--- src/rtl/mvtr_pkg.sv ---
// Shared types and helpers for the TMR voter scrub controller.
package mvtr_pkg;

  typedef enum logic [2:0] {IDLE, WAIT, SCAN, REQ, DONE} scrub_state_t;

  // Index width that stays at least one bit even for a single-entry bank.
  function automatic int idx_w(input int n);
    return (n > 1) ? $clog2(n) : 1;
  endfunction

endpackage

--- src/rtl/mvtr_sat_cnt.sv ---
// Saturating up-counter; a clear in the same cycle as an increment wins.
module mvtr_sat_cnt #(
  parameter int CNT_W = 16
) (
  input  logic             clk,
  input  logic             rst_n,
  input  logic             inc,
  input  logic             clr,
  output logic [CNT_W-1:0] cnt
);

  always_ff @(posedge clk) begin
    if (!rst_n)                   cnt <= '0;
    else if (clr)                 cnt <= '0;
    else if (inc && (cnt != '1))  cnt <= cnt + CNT_W'(1);
  end

endmodule

--- src/rtl/mvtr_scrub_ctrl.sv ---
// Sweeps latched voter warnings and issues refresh write-backs via req/ack,
// keeping a saturating per-voter error count for slow-control readout.
module mvtr_scrub_ctrl
  import mvtr_pkg::*;
#(
  parameter  int NV     = 8,
  parameter  int CNT_W  = 16,
  parameter  int PERIOD = 1024,
  localparam int IW     = idx_w(NV)
) (
  input  logic             clk_i,
  input  logic             rst_n_i,
  input  logic             en_i,
  input  logic             force_i,
  input  logic [NV-1:0]    warn_i,
  output logic             scrub_req_o,
  output logic [IW-1:0]    scrub_idx_o,
  input  logic             scrub_ack_i,
  output logic             busy_o,
  output logic [NV-1:0]    pend_o,
  input  logic [IW-1:0]    rd_sel_i,
  output logic [CNT_W-1:0] rd_cnt_o,
  input  logic             clr_cnt_i,
  output logic             err_any_o
);

  localparam int            TW    = $clog2(PERIOD);
  localparam int            NPAD  = 1 << IW;
  localparam logic [IW-1:0] LAST  = IW'(NV - 1);
  localparam logic [TW-1:0] TLAST = TW'(PERIOD - 1);

  scrub_state_t state, state_nxt;
  logic [IW-1:0] idx, idx_nxt;
  logic [TW-1:0] timer, timer_nxt;
  logic [NV-1:0] pend;
  logic [NV-1:0] inc;
  logic          done;

  // Padded to a power of two so rd_sel_i never indexes past the array.
  logic [NPAD-1:0][CNT_W-1:0] cnt;

  assign done = (state == REQ) && scrub_ack_i;

  for (genvar k = 0; k < NPAD; k++) begin : g_cnt
    if (k < NV) begin : g_live
      assign inc[k] = done && (idx == IW'(k));
      mvtr_sat_cnt #(.CNT_W(CNT_W)) u_cnt (
        .clk   (clk_i),
        .rst_n (rst_n_i),
        .inc   (inc[k]),
        .clr   (clr_cnt_i),
        .cnt   (cnt[k])
      );
    end else begin : g_pad
      assign cnt[k] = '0;
    end
  end

  always_comb begin
    state_nxt = state;
    idx_nxt   = idx;
    timer_nxt = '0;
    case (state)
      IDLE: begin
        if (force_i) begin
          state_nxt = SCAN;
          idx_nxt   = '0;
        end else if (en_i) begin
          state_nxt = WAIT;
        end
      end
      WAIT: begin
        if (force_i || (en_i && (timer == TLAST))) begin
          state_nxt = SCAN;
          idx_nxt   = '0;
        end else if (!en_i) begin
          state_nxt = IDLE;
        end else begin
          timer_nxt = timer + TW'(1);
        end
      end
      SCAN: begin
        if (pend[idx])          state_nxt = REQ;
        else if (idx == LAST)   state_nxt = DONE;
        else                    idx_nxt   = idx + IW'(1);
      end
      REQ: begin
        if (scrub_ack_i) begin
          if (idx == LAST) begin
            state_nxt = DONE;
          end else begin
            state_nxt = SCAN;
            idx_nxt   = idx + IW'(1);
          end
        end
      end
      DONE:    state_nxt = en_i ? WAIT : IDLE;
      default: state_nxt = IDLE;
    endcase
  end

  always_ff @(posedge clk_i) begin
    if (!rst_n_i) begin
      state     <= IDLE;
      idx       <= '0;
      timer     <= '0;
      pend      <= '0;
      err_any_o <= 1'b0;
      rd_cnt_o  <= '0;
    end else begin
      state    <= state_nxt;
      idx      <= idx_nxt;
      timer    <= timer_nxt;
      // A warning arriving with its own refresh ack keeps the bit for next sweep.
      pend     <= (pend & ~inc) | warn_i;
      rd_cnt_o <= cnt[rd_sel_i];
      if (clr_cnt_i)  err_any_o <= 1'b0;
      else if (done)  err_any_o <= 1'b1;
    end
  end

  assign scrub_req_o = (state == REQ);
  assign scrub_idx_o = scrub_req_o ? idx : '0;
  assign busy_o      = (state == SCAN) || (state == REQ) || (state == DONE);
  assign pend_o      = pend;

endmodule

--- config.mk ---
export PLATFORM = sky130hd
export DESIGN_NAME = mvtr_scrub_ctrl
export DESIGN_NICKNAME = d
export VERILOG_FILES = /design/src/rtl/mvtr_pkg.sv /design/src/rtl/mvtr_sat_cnt.sv /design/src/rtl/mvtr_scrub_ctrl.sv
export SDC_FILE = /design/constraint.sdc
export NUM_CORES = 1
export LEC_CHECK = 0
export BUFFER_PORTS_ARGS = -buffer_cell sky130_fd_sc_hd__buf_2
export CORE_AREA = 2 2 137 172
export DETAILED_ROUTE_END_ITERATION = 12
export DIE_AREA = 0 0 139 174
export MAX_ROUTING_LAYER = met4
export SYNTH_ARGS = -nofsm -noshare
export SYNTH_HDL_FRONTEND = slang
export SYNTH_SLANG_ARGS = --single-unit
--- constraint.sdc ---
create_clock -name clk_i -period 3.32 [get_ports clk_i]
set_input_delay 0.166 -clock clk_i [delete_from_list [all_inputs] [get_ports clk_i]]
set_output_delay 0.166 -clock clk_i [all_outputs]
set_load 0.01 [all_outputs]
Yosys cells after proc, flatten, opt, wreduce, memory -nomap -nowiden --
Cells that the tools add are included.
Cells by class: order comparisons 2, add/subtract/negate cells 10, bitwise gates (word level) 6, muxes and demuxes 21, reductions and logical operators 28, equal/unequal tests 27
Operators with widths (number):
- 16-bit by 1-bit adder with 16-bit output (second input constant) | 8
- 16-bit != test (second input constant) | 8
- 16-bit binary-select mux with 3-bit select | 1
- 3-bit two-way mux | 14
- 1-bit logical AND | 18
- 16-bit two-way mux | 1
- 3-bit equality test (second input constant) | 5
- 3-bit one-hot mux with 5 select lines | 1
- 3-bit by 2-bit equality test with 1-bit output (second input constant) | 4
- 3-bit one-hot mux with 4 select lines | 1
- 10-bit by 1-bit adder with 10-bit output (second input constant) | 1
- 10-bit equality test (second input constant) | 1
- 3-bit != test (second input constant) | 3
- 8-bit bitwise AND | 1
- 3-bit by 4-bit less-than comparator with 1-bit output (second input constant) | 2
- 8-bit NOT | 1
- 8-bit bitwise OR | 1
- 3-bit by 1-bit equality test with 1-bit output (second input constant) | 2
- 3-bit logical NOT | 2
- 2-bit != test (second input constant) | 3
- 5-bit AND reduction | 1
- 4-bit AND reduction | 1
- 4-bit nonzero test | 1
- 4-bit OR reduction | 1
- 7 further kinds | 12
Storage, ports and cells: logic and storage cells 108, register bits 169, output and inout bits 30, input bits 17

Logic depth before layout (Yosys ltp) --
Gate-level depths: netlist (run 1).
word-level depth 6, depth in mapped cells 9, depth with buffers taken out 7

Hierarchy --
Synthesis (run 1) repeated with hierarchy kept, for this count alone.
Unflattened totals: cells, all modules 982, area, all modules 9581.7 um^2
By module, submodules not included:
- mvtr_sat_cnt | area an instance 864.6 um^2, sequential area each 320.3 um^2, instances 8, cells an instance 91
- mvtr_scrub_ctrl | area an instance 2665.1 um^2, sequential area each 820.8 um^2, instances 1, cells an instance 254

Least setup slack after synthesis (run 1) --
No wires, ideal clock.
path type register to register, start register idx[0], end register g_cnt[2].g_live.u_cnt.cnt[4], arrival 1900 ps, buffers on the path 2, data required time 3204 ps, stages on the path, launching flop included 10, library setup time 116 ps, slack 1304 ps, path through dfxtp_1 > buf_2 > inv_1 > ha_1 > nand4_1 > or3_1 > clkbuf_1 > a21oi_1 > a21oi_1 > a31o_2
Between the ends: longest elaborated chain between the ends 3
Ends and longest elaborated chain:
- from (decl) | line mvtr_scrub_ctrl.sv:33 | logic [IW-1:0] idx, idx_nxt;
- from (signal assigned) | line mvtr_scrub_ctrl.sv:112 | idx <= idx_nxt;
- 3-bit by 2-bit equality test with 1-bit output | line mvtr_scrub_ctrl.sv:46 | assign inc[k] = done && (idx == IW'(k));
- 1-bit logical AND | line mvtr_scrub_ctrl.sv:46
- 1-bit logical AND | line mvtr_sat_cnt.sv:15 | else if (inc && (cnt != '1)) cnt <= cnt + CNT_W'(1);
- to (signal assigned) | line mvtr_sat_cnt.sv:15
- to (decl) | line mvtr_sat_cnt.sv:9 | output logic [CNT_W-1:0] cnt
No other way between the ends. A chain may end at the register's enable or synchronous reset.

Worst setup path after layout (run 1) --
start register state[0], end register g_cnt[4].g_live.u_cnt.cnt[15]
Between the ends: longest elaborated chain between the ends 4
Ends and longest elaborated chain:
- from (decl) | line mvtr_scrub_ctrl.sv:32 | scrub_state_t state, state_nxt;
- from (signal assigned) | line mvtr_scrub_ctrl.sv:111 | state <= state_nxt;
- 3-bit by 2-bit equality test with 1-bit output | line mvtr_scrub_ctrl.sv:42 | assign done = (state == REQ) && scrub_ack_i;
- 1-bit logical AND | line mvtr_scrub_ctrl.sv:42
- 1-bit logical AND | line mvtr_scrub_ctrl.sv:46
- 1-bit logical AND | line mvtr_sat_cnt.sv:15
- to (signal assigned) | line mvtr_sat_cnt.sv:15
- to (decl) | line mvtr_sat_cnt.sv:9
No other way between the ends.

==> impl_results.md, run 1 <==
- Worst-Margin Slew: 0.952 ns
- HP Start: force_i
- Post-synthesis sequential area ratio: 38.0%
- Core box area: 22700 µm²
- Pwr Total: 0.00438 W
- Clk root buf: clkbuf_16
- Initial antenna violation count: 0
- CTS resizes: 0
- Final wirelength: 23100 µm
- Fin crit period: 2.47 ns
- Metal-1 WL: 11000 µm
- Final Cell Area: 10000 µm²
- Worst vdd ir: 379 µV
- Remaining Overflow, GRT: 0
- Commonest cells post-synth: dfxtp_1 (169), nor2_1 (130), nand2_1 (65)
- Sequential power share: 47.7%
- CP max stage cell: nor4_1
- Largest delay share family, worst path: simple AND/OR/NAND/NOR gates
- CTS H-tree depth: 4
- Die Wd: 139 µm
- Routed Antenna Nets: 0
- Final setup viols: 0
- Worst-path clk slew: 0.08 ns
- # IOs: 47
- Post-CTS Hold Fix Bufs: 8
- CP Launch Type: register
- Status: completed
- Crit path DAT: 2.81 ns
- Most numerous cell in the Yosys netlist: dfxtp_1
- First-pass GRT wire length: 37000 µm
- WL met2: 10500 µm
- DP Cell Count: 1271
- Rows: 62
- Yosys cell types: 58
- Main synth FF type: dfxtp_1
- GPL Wtd Cong: 0.854
- Critical-path cell list: nand4_1 > nor4_1 > nand4b_1 > xor2_1 > nor2_1
- Critical Path RT: 3.66 ns
- Hold depth: 4
- Hold WC Path Type: in2reg
- Cell Area, Placed: 9330 µm²
- FF-to-FF setup slack: 0.85 ns
- Fin. Hold Viols: 0
- Total die area: 24200 µm²
- WP buf/inv: 0
- Clk Latency, worst-skew pair: 0.45 ns
- R2R Path End: g_cnt[4].g_live.u_cnt.cnt[15]
- P_sw: 0.00115 W
- Pin count of the biggest net entering global routing: 46
- Final nets: 1042
- Internal Pwr Total: 0.00324 W
- Fin. max-slew vios: 0
- Setup crit end kind: register
- Combinational share of power: 6.1%
- Post-synthesis instance total: 981
- Initial core utilization: 39.3%
- Setup TNS: 0 ns
- Clk buf depth: 2
- Clock Skews: 0.0151 ns
- Worst Reg-to-Reg Cells: 5
- Post-Syn Area per Cell: 9.07 µm²
- Number of post-CTS setup repair buffers: 0
- Async S/R FF share, synth: 0%
- Inserted Diodes: 0
- Met3 WL: 894 µm
- Area Overhead vs Synth: 12.4%
- FF+latch count, synth: 169
- Maximum fanout along the worst path: 22
- Synth area leaders: dfxtp_1 (38%), mux4_2 (8.1%), nor2_1 (5.5%)
- TritonCTS Sinks: 169
- Die H: 174 µm
- Ratio of cells with drive above 1 in the final layout: 12.9%
- CTS Buf Count: 17
- RSZ-0062 raised after global routing: false
- Port bufs: 46
- Synth area leader: dfxtp_1
- Endpoint, Worst Hold: state[0]
- LEAKAGE: 3.40 nW
- Max_slew headroom: 36.0%
- Post-Syn Nets: 1013
- Vias in the first global route: 6792
- Total of max-cap violations: 0
- CTS tree: done
- Reg area: 3380 µm²
- Net Sw Frac: 26.2%
- Total GRT Usage: 19.8%
- DRC viols: 0
- Max stage delay on crit path: 0.87 ns
- Synthesized cell area: 8900 µm²
- DR pass1 iterations: 5
- Wirelength per Cell: 17.6 µm
- Post-synth EDFFs: 0
- Routed vias: 7393
- DRT iter0 DRCs: 466
- Pwr dens: 438 nW/µm²
- Worst hold margin: 0.107 ns
- Multi-input gate area: 5260 µm²
- Filler instances: 2223
- Vias per cell: 5.64
- Clock Power Share: 46.2%
- Final period util: 74.5%
- CP Class: reg2reg
- Detailed Place HPWL: 17000 µm
- Synthesis Warnings: 0
- Post-Layout Cell Count: 1311
- FF-to-FF Start: state[0]
- Post-synth top area share: 38.0%
- Top sig layer: met4
- F_max: 405 MHz
-- sequential cells by signal (all words and copies together), names as in the netlist --
register and flops:
err_any_o 1, g_cnt.g_live.u_cnt.cnt 128, idx 3, pend_o 8, rd_cnt_o 16, state 3, timer 10
-- worst max path at each step --
stage | startpoint | to | slack, ns | cells past startpoint
floorplan | idx[0] | g_cnt[2].g_live.u_cnt.cnt[4] | 1.30 | 9
global placement | state[0] | g_cnt[4].g_live.u_cnt.cnt[15] | 0.89 | 5
detailed placement | state[0] | g_cnt[4].g_live.u_cnt.cnt[15] | 0.89 | 5
CTS | state[0] | g_cnt[4].g_live.u_cnt.cnt[15] | 0.86 | 5
global route | state[0] | g_cnt[0].g_live.u_cnt.cnt[13] | 0.67 | 5
finish | state[0] | g_cnt[4].g_live.u_cnt.cnt[15] | 0.85 | 5
-- worst register-to-register path, cell delays in order (launching register included) --
cell and delay (ns):
dfxtp_1 0.70, nand4_1 0.36, nor4_1 0.87, nand4b_1 0.21, xor2_1 0.18, nor2_1 0.05
-- layout by cell type (no fill, tap or decap), types with 24 or more instances in the layout --
master / instances
buf_2: 46
a21oi_1: 31
mux4_2: 32
nand2_1: 65
dfxtp_1: 169
o21ai_0: 24
xnor2_1: 46
nand3_1: 48
nor2_1: 130
and3_1: 30
nand4_1: 35
mux2i_1: 28
xor2_1: 50
-- per-layer routing --
layer	GRT usage (%)	vias to the layer above
met1	26.0	3513
met4	8.38	0
met2	30.6	184
li1	-	3658
met3	3.14	38
met5	-	-
-- through the flow --
stage,setup slack [ns],utilization (%)
floorplan,1.30,-
global placement,0.891,41.2
detailed placement,0.885,41.2
CTS,0.859,44.2
global route,0.671,44.2
finish,0.848,44.2
-- kinds of logic after synthesis --
group,count (synthesis),synth area share (%)
and+or+nand+nor,446,26.3
AOI/OAI and AO/OA,131,9.84
DFF,169,38.0
buffers and inverters,64,2.99
xor gates and xnor gates,96,9.45
adders and majority gates,15,2.11
muxes,60,11.2
-- layout make-up --
type	instances	share of cell area [%]
Multi-Input combinational cell	748	52.6
Sequential cell	169	33.8
Clock buffer	17	4.25
Tap cell	288	3.60
Timing Repair Buffer	59	3.48
Clock inverter	15	1.74
Inverter	15	0.563
-- power groups by stage --
stage          Clock, W  Sequential (W)  Combinational (W)
2_1_floorplan         0         0.00211           0.000219
3_3_place_gp          0         0.00214           0.000259
3_5_place_dp          0         0.00214           0.000260
4_1_cts         0.00207         0.00209           0.000268
5_1_grt         0.00215         0.00210           0.000293
6_report        0.00203         0.00209           0.000266
Power figures use the tool's default switching activity.
==> inputs of run 2 (changes only) <==
--- a/config.mk
+++ b/config.mk
@@ -5,10 +5,11 @@
 export SDC_FILE = /design/constraint.sdc
 export NUM_CORES = 1
 export LEC_CHECK = 0
+export ABC_AREA = 1
 export BUFFER_PORTS_ARGS = -buffer_cell sky130_fd_sc_hd__buf_2
-export CORE_AREA = 2 2 137 172
+export CORE_AREA = 2 2 143 180
 export DETAILED_ROUTE_END_ITERATION = 12
-export DIE_AREA = 0 0 139 174
+export DIE_AREA = 0 0 145 182
 export MAX_ROUTING_LAYER = met4
 export SYNTH_ARGS = -nofsm -noshare
 export SYNTH_HDL_FRONTEND = slang
==> constraint.sdc (replaced) <==
create_clock -name clk_i -period 2.2 [get_ports clk_i]
set_input_delay 0.11 -clock clk_i [delete_from_list [all_inputs] [get_ports clk_i]]
set_output_delay 0.11 -clock clk_i [all_outputs]
set_load 0.01 [all_outputs]
==> run 2 against run 1 <==
Against the previous run:
- combinational power rose to 3.5 times the previous value
- worst setup slack got worse by 0.61 ns
- fmax rose by 26%
- critical path type unchanged
- largest cell class unchanged
- highest routed layer unchanged
==> impl_results.md, run 2 <==
- Status: completed (unchanged)
- Clk Latency, worst-skew pair: 0.44 ns (was 0.45 ns)
- Fin. max-slew vios: 0 (unchanged)
- Vias per cell: 5.10 (was 5.64)
- Fin crit period: 1.96 ns (was 2.47 ns)
- CTS tree: done (unchanged)
- Vias in the first global route: 9210 (was 6792)
- Fin. Hold Viols: 0 (unchanged)
- Pin count of the biggest net entering global routing: 63 (was 46)
- Pwr Total: 0.00722 W (was 0.00438 W)
- Largest registers: g_cnt.g_live.u_cnt.cnt (128), rd_cnt_o (16), timer (10) (unchanged)
- Synthesized cell area: 9770 µm² (was 8900 µm²)
- Port bufs: 46 (unchanged)
- Routed vias: 9574 (was 7393)
- Post-synth EDFFs: 0 (unchanged)
- Post-synthesis instance total: 1486 (was 981)
- CTS Buf Count: 17 (unchanged)
- Hold WC Path Type: in2reg (unchanged)
- Clk root buf: clkbuf_16 (unchanged)
- Total GRT Usage: 21.6% (was 19.8%)
- Final setup viols: 0 (unchanged)
- Rows: 65 (was 62)
- Synthesis Warnings: 0 (unchanged)
- Ratio of cells with drive above 1 in the final layout: 9.21% (was 12.9%)
- CP Launch Type: register (unchanged)
- DRC viols: 0 (unchanged)
- Multi-input gate area: 5490 µm² (was 5260 µm²)
- Reg area: 3380 µm² (unchanged)
- Maximum fanout along the worst path: 11 (was 22)
- Die H: 182 µm (was 174 µm)
- F_max: 509 MHz (was 405 MHz)
- Most numerous cell in the Yosys netlist: nand2_1 (was dfxtp_1)
- Post-Syn Nets: 1518 (was 1013)
- Total of max-cap violations: 0 (unchanged)
- Filler instances: 2663 (was 2223)
- Post-CTS Hold Fix Bufs: 9 (was 8)
- Yosys cell types: 47 (was 58)
- CP max stage cell: dfxtp_1 (was nor4_1)
- Final wirelength: 27200 µm (was 23100 µm)
- Wirelength per Cell: 14.5 µm (was 17.6 µm)
- Area Overhead vs Synth: 12.9% (was 12.4%)
- CTS H-tree depth: 4 (unchanged)
- Most frequent cells in the layout: nand2_1 (344), nor2_1 (178), dfxtp_1 (169) (was dfxtp_1 (169), nor2_1 (130), nand2_1 (65))
- Max_slew headroom: 67.8% (was 36.0%)
- Setup TNS: 0 ns (unchanged)
- Main synth FF type: dfxtp_1 (unchanged)
- Crit path top cell by count: inv_1
- TritonCTS Sinks: 169 (unchanged)
- Critical-path cell list: inv_1 > ha_1 > inv_1 > nor3_4 > nand2_2 > buf_4 > o21ai_0 > nand2_1 > nor2_1 (was nand4_1 > nor4_1 > nand4b_1 > xor2_1 > nor2_1)
- GPL Wtd Cong: 0.895 (was 0.854)
- First-pass GRT wire length: 45000 µm (was 37000 µm)
- Initial core utilization: 39.4% (was 39.3%)
- Remaining Overflow, GRT: 0 (unchanged)
- Final nets: 1560 (was 1042)
- DRT iter0 DRCs: 619 (was 466)
- Inserted Diodes: 0 (unchanged)
- Worst-path clk slew: 0.08 ns (about the same)
- RSZ-0062 raised after global routing: false (unchanged)
- Die Wd: 145 µm (was 139 µm)
- Clk buf depth: 2 (unchanged)
- Number of post-CTS setup repair buffers: 0 (unchanged)
- Most flops, register: g_cnt.g_live.u_cnt.cnt (unchanged)
- FF+latch count, synth: 169 (unchanged)
- Worst vdd ir: 521 µV (was 379 µV)
- Max reg flops: 128 (unchanged)
- Final period util: 89.2% (was 74.5%)
- Max stage delay on crit path: 0.38 ns (was 0.87 ns)
- Routed Antenna Nets: 0 (unchanged)
- Post-Syn Area per Cell: 6.57 µm² (was 9.07 µm²)
- # IOs: 47 (unchanged)
- Critical Path RT: 2.58 ns (was 3.66 ns)
- Post-synthesis sequential area ratio: 34.6% (was 38.0%)
- Total die area: 26400 µm² (was 24200 µm²)
- Core box area: 24800 µm² (was 22700 µm²)
- Crit path DAT: 2.34 ns (was 2.81 ns)
- Synth area leaders: dfxtp_1 (35%), nand2_1 (13%), a21oi_1 (7.7%) (was dfxtp_1 (38%), mux4_2 (8.1%), nor2_1 (5.5%))
- Async S/R FF share, synth: 0% (unchanged)
- Pwr dens: 654 nW/µm² (was 438 nW/µm²)
- Initial antenna violation count: 0 (unchanged)
- Most common cell after layout, fill and taps aside: nand2_1 (was dfxtp_1)
- Commonest cells post-synth: nand2_1 (344), nor2_1 (178), dfxtp_1 (169) (was dfxtp_1 (169), nor2_1 (130), nand2_1 (65))
- Clock Skews: 0.0144 ns (was 0.0151 ns)
- Setup crit end kind: register (unchanged)
- Detailed Place HPWL: 20200 µm (was 17000 µm)
- Worst-Margin Slew: 0.478 ns (was 0.952 ns)
- Post-synth top area share: 34.6% (was 38.0%)
- Synth area leader: dfxtp_1 (unchanged)
- DR pass1 iterations: 5 (unchanged)
- LEAKAGE: 3.78 nW (was 3.40 nW)
- CP Class: reg2reg (unchanged)
- CTS resizes: 0 (unchanged)
run 2: changes by cell type in the layout (fill, tap and decap cells not counted), moves of 48 or more:
cell	previous run	this run
nand3_1	48	107
a21oi_1	31	151
nand2_1	65	344
nor2_1	130	178
nor3_1	20	71
inv_1	15	143
o21ai_0	24	99
run 2: area by class of cell:
type | count | share of cell area (%)
timing repair buffer | 80 | 5.06
clock inverter | 15 | 1.56
inverter | 153 | 5.30
multi-input combinational | 1107 | 49.8
tap | 335 | 3.80
clock buffer | 17 | 3.86
sequential | 169 | 30.7
run 2: critical path: cells and delay by family (launching register included):
kind	cells	cell delay [ns]
simple gates	4	0.61
compound gates	1	0.17
buf+inv	3	0.54
flops	1	0.38
fa+ha+maj	1	0.19
run 2: per-layer routing:
layer	vias to the layer above	GRT usage (%)	wire length [µm]
met3	61	3.19	924
met5	-	-	0
met1	4361	25.3	12000
met2	219	36.5	13100
li1	4933	-	-
met4	0	10.3	1200
run 2: final timing paths:
kind                            slack (ns)  cells after the start  startpoint                            to
worst max register to register        0.24                      9      idx[0]  g_cnt[0].g_live.u_cnt.cnt[2]
worst min-delay path                  0.07                      4        en_i                      state[1]
worst min register to register        0.45                      1    timer[0]                      timer[0]
worst max-delay path                  0.24                      9      idx[0]  g_cnt[0].g_live.u_cnt.cnt[2]
run 2: metrics by stage:
stage	std cells	utilization [%]	hold slack, ns	area [µm²]	worst slack (ns)
floorplan	1486	-	0.227	9770	0.591
global placement	1835	41.7	0.317	10300	0.270
detailed placement	1835	41.7	0.324	10300	0.279
CTS	1876	44.5	0.0589	11000	0.259
global route	1876	44.5	0.0982	11000	0.0148
finish	1876	44.5	0.0704	11000	0.237
run 2: cell families (layout without fill, tap and decap cells):
group                    count (synthesis)  in the layout  share of synthesized area (%)
AO/OA/AOI/OAI                          281            281                           15.0
XOR/XNOR                                62             62                           5.56
adder cells (fa/ha/maj)                 15             15                           1.92
buffers and inverters                  210            265                           9.21
flip-flops                             169            169                           34.6
AND/OR/NAND/NOR                        749            749                           33.6
run 2: power breakdown:
part / internal, W / switching, W / total [W]
Sequential: 0.00313 / 0.0000635 / 0.00319
Clock: 0.00163 / 0.00147 / 0.00310
Combinational: 0.000303 / 0.000628 / 0.000931
==> inputs of run 3 (changes only) <==
--- a/config.mk
+++ b/config.mk
@@ -5,11 +5,10 @@
 export SDC_FILE = /design/constraint.sdc
 export NUM_CORES = 1
 export LEC_CHECK = 0
-export ABC_AREA = 1
 export BUFFER_PORTS_ARGS = -buffer_cell sky130_fd_sc_hd__buf_2
-export CORE_AREA = 2 2 143 180
+export CORE_AREA = 2 2 137 172
 export DETAILED_ROUTE_END_ITERATION = 12
-export DIE_AREA = 0 0 145 182
+export DIE_AREA = 0 0 139 174
 export MAX_ROUTING_LAYER = met4
 export SYNTH_ARGS = -nofsm -noshare
 export SYNTH_HDL_FRONTEND = slang
==> run 3 against run 2 <==
Against the previous run:
- fmax is 5.4% lower
- first-iteration DRC count down 10%
- register-to-register slack worse by 0.11 ns
- sequential power decreased by 2%
- via count down 20%
- die area is 8.4% lower
- sequential cell count stayed put
- largest cell class unchanged
==> impl_results.md, run 3 (synthesized netlist as in run 1, its figures left out) <==
- Maximum fanout along the worst path: 8 (was 11)
- Clock Skews: 0.00979 ns (was 0.0144 ns)
- Final nets: 1080 (was 1560)
- Initial antenna violation count: 0 (unchanged)
- Fin crit period: 2.08 ns (was 1.96 ns)
- GPL Wtd Cong: 0.894 (was 0.895)
- Max stage delay on crit path: 0.55 ns (was 0.38 ns)
- Internal Pwr Total: 0.00484 W (was 0.00506 W)
- Vias per cell: 5.67 (was 5.10)
- Crit path DAT: 2.38 ns (was 2.34 ns)
- Endpoint, Worst Hold: pend_o[5] (was state[1])
- Critical Path RT: 2.50 ns (was 2.58 ns)
- Final wirelength: 24200 µm (was 27200 µm)
- Most frequent cells in the layout: dfxtp_1 (169), nor2_1 (129), nand2_1 (65) (was nand2_1 (344), nor2_1 (178), dfxtp_1 (169))
- Largest delay share family, worst path: simple AND/OR/NAND/NOR gates (unchanged)
- Most common cell after layout, fill and taps aside: dfxtp_1 (was nand2_1)
- Critical-path cell list: inv_1 > ha_1 > nand4_1 > or3_1 > a211oi_1 > xnor2_1 > nor2_1 (was inv_1 > ha_1 > inv_1 > nor3_4 > nand2_2 > buf_4 > o21ai_0 > nand2_1 > nor2_1)
- Detailed Place HPWL: 18000 µm (was 20200 µm)
- Clk root buf: clkbuf_16 (unchanged)
- Clk buf depth: 2 (unchanged)
- Worst Setup Slack, final: 0.124 ns (was 0.237 ns)
- Pwr Total: 0.00644 W (was 0.00722 W)
- Hold WC Path Type: in2reg (unchanged)
- Ratio of cells with drive above 1 in the final layout: 15.8% (was 9.21%)
- Routed Antenna Nets: 0 (unchanged)
- Max_slew headroom: 61.9% (was 67.8%)
- R2R Path End: g_cnt[6].g_live.u_cnt.cnt[7] (was g_cnt[0].g_live.u_cnt.cnt[2])
- Die Wd: 139 µm (was 145 µm)
- Total die area: 24200 µm² (was 26400 µm²)
- Worst vdd ir: 556 µV (was 521 µV)
- Max reg flops: 128 (unchanged)
- P_sw: 0.00160 W (was 0.00216 W)
- CP Class: reg2reg (unchanged)
- Multi-input gate area: 5260 µm² (was 5490 µm²)
- Pin count of the biggest net entering global routing: 50 (was 63)
- DR pass1 iterations: 7 (was 5)
- Hold depth: 2 (was 4)
- Routed vias: 7644 (was 9574)
- Worst Reg-to-Reg Cells: 7 (was 9)
- Fin. max-slew vios: 0 (unchanged)
- FF-to-FF setup slack: 0.12 ns (was 0.24 ns)
- Inserted Diodes: 0 (unchanged)
- RSZ-0062 raised after global routing: true (was false)
- Initial core utilization: 39.3% (was 39.4%)
- First-pass GRT wire length: 39500 µm (was 45000 µm)
- F_max: 482 MHz (was 509 MHz)
- CTS Buf Count: 17 (unchanged)
- Remaining Overflow, GRT: 0 (unchanged)
- WP buf/inv: 1 (was 3)
- Core box area: 22700 µm² (was 24800 µm²)
- Status: completed (unchanged)
- Clock Power Share: 43.5% (was 42.9%)
- Final Cell Area: 10300 µm² (was 11000 µm²)
- Cell Area, Placed: 9650 µm² (was 10300 µm²)
- DRT iter0 DRCs: 555 (was 619)
- Port bufs: 46 (unchanged)
- LEAKAGE: 3.57 nW (was 3.78 nW)
- Pwr dens: 626 nW/µm² (was 654 nW/µm²)
- Wirelength per Cell: 17.9 µm (was 14.5 µm)
- Net Sw Frac: 24.8% (was 29.9%)
- Worst-path clk slew: 0.06 ns (was 0.08 ns)
- Final setup viols: 0 (unchanged)
- FF-to-FF Start: idx[0] (unchanged)
- Total of max-cap violations: 0 (unchanged)
- Setup crit end kind: register (unchanged)
- Total stage count of the critical path: 7 (was 9)
- Fin. Hold Viols: 0 (unchanged)
- Reg area: 3380 µm² (unchanged)
- # IOs: 47 (unchanged)
- HP Start: rst_n_i (was en_i)
- Filler instances: 2229 (was 2663)
- TritonCTS Sinks: 169 (unchanged)
- Worst-Margin Slew: 0.571 ns (was 0.478 ns)
- Vias in the first global route: 7348 (was 9210)
- CTS H-tree depth: 4 (unchanged)
- Most flops, register: g_cnt.g_live.u_cnt.cnt (unchanged)
- Sequential power share: 48.5% (was 44.2%)
- CTS tree: done (unchanged)
- Largest registers: g_cnt.g_live.u_cnt.cnt (128), rd_cnt_o (16), timer (10) (unchanged)
- Number of post-CTS setup repair buffers: 0 (unchanged)
- Pre-CTS WS: 0.160 ns (was 0.279 ns)
- Die H: 174 µm (was 182 µm)
- Rows: 62 (was 65)
- Final period util: 94.4% (was 89.2%)
- Util after Layout: 45.4% (was 44.5%)
- CP max stage cell: or3_1 (was dfxtp_1)
- CP Launch Type: register (unchanged)
- DRC viols: 0 (unchanged)
- Clk Latency, worst-skew pair: 0.43 ns (was 0.44 ns)
- Total GRT Usage: 21.0% (was 21.6%)
- Combinational share of power: 8.0% (was 12.9%)
- Area Overhead vs Synth: 15.5% (was 12.9%)
run 3: final cells by class:
class | instances | share of cell area [%]
multi-input combinational | 748 | 51.2
sequential | 169 | 32.9
tap | 288 | 3.51
clock inverter | 9 | 0.645
timing repair buffer | 97 | 6.53
inverter | 15 | 0.548
clock buffer | 23 | 4.65
run 3: worst max-delay path by stage:
stage / from / end / slack [ns]
6_report: idx[0] / g_cnt[6].g_live.u_cnt.cnt[7] / 0.12
5_1_grt: idx[0] / g_cnt[2].g_live.u_cnt.cnt[3] / -0.02
4_1_cts: idx[0] / g_cnt[6].g_live.u_cnt.cnt[7] / 0.12
3_5_place_dp: idx[0] / g_cnt[2].g_live.u_cnt.cnt[3] / 0.16
3_3_place_gp: idx[0] / g_cnt[6].g_live.u_cnt.cnt[7] / 0.20
2_1_floorplan: idx[0] / g_cnt[2].g_live.u_cnt.cnt[4] / 0.18
run 3: repair_timing:
action | in CTS | in global routing
resized for setup | 0 | 1
hold buffers | 8 | 0
hold endpoints to repair | 8 | 0
endpoints found under the setup margin | 0 | 4
run 3: power groups by stage:
stage	logic (W)	registers, W	clock network, W
6_report	0.000515	0.00312	0.00280
3_5_place_dp	0.000505	0.00319	0
3_3_place_gp	0.000499	0.00319	0
5_1_grt	0.000564	0.00312	0.00299
2_1_floorplan	0.000330	0.00318	0
4_1_cts	0.000517	0.00312	0.00287
run 3: metrics by stage:
| stage | TNS (ns) | instances | hold WS, ns |
|---|---|---|---|
| after floorplan | 0 | 981 | 0.234 |
| after global placement | 0 | 1309 | 0.321 |
| after detailed placement | 0 | 1309 | 0.327 |
| after CTS | 0 | 1349 | 0.0296 |
| after global routing | -0.0340 | 1349 | 0.0422 |
| final | 0 | 1349 | 0.0428 |
run 3: layer usage:
layer | GRT usage [%] | part of all wire [%] | vias to the layer above
li1 | - | - | 3729
met1 | 27.5 | 46 | 3646
met2 | 33.6 | 47 | 236
met3 | 3.39 | 5.2 | 33
met4 | 6.40 | 1.9 | 0
met5 | - | 0 | -
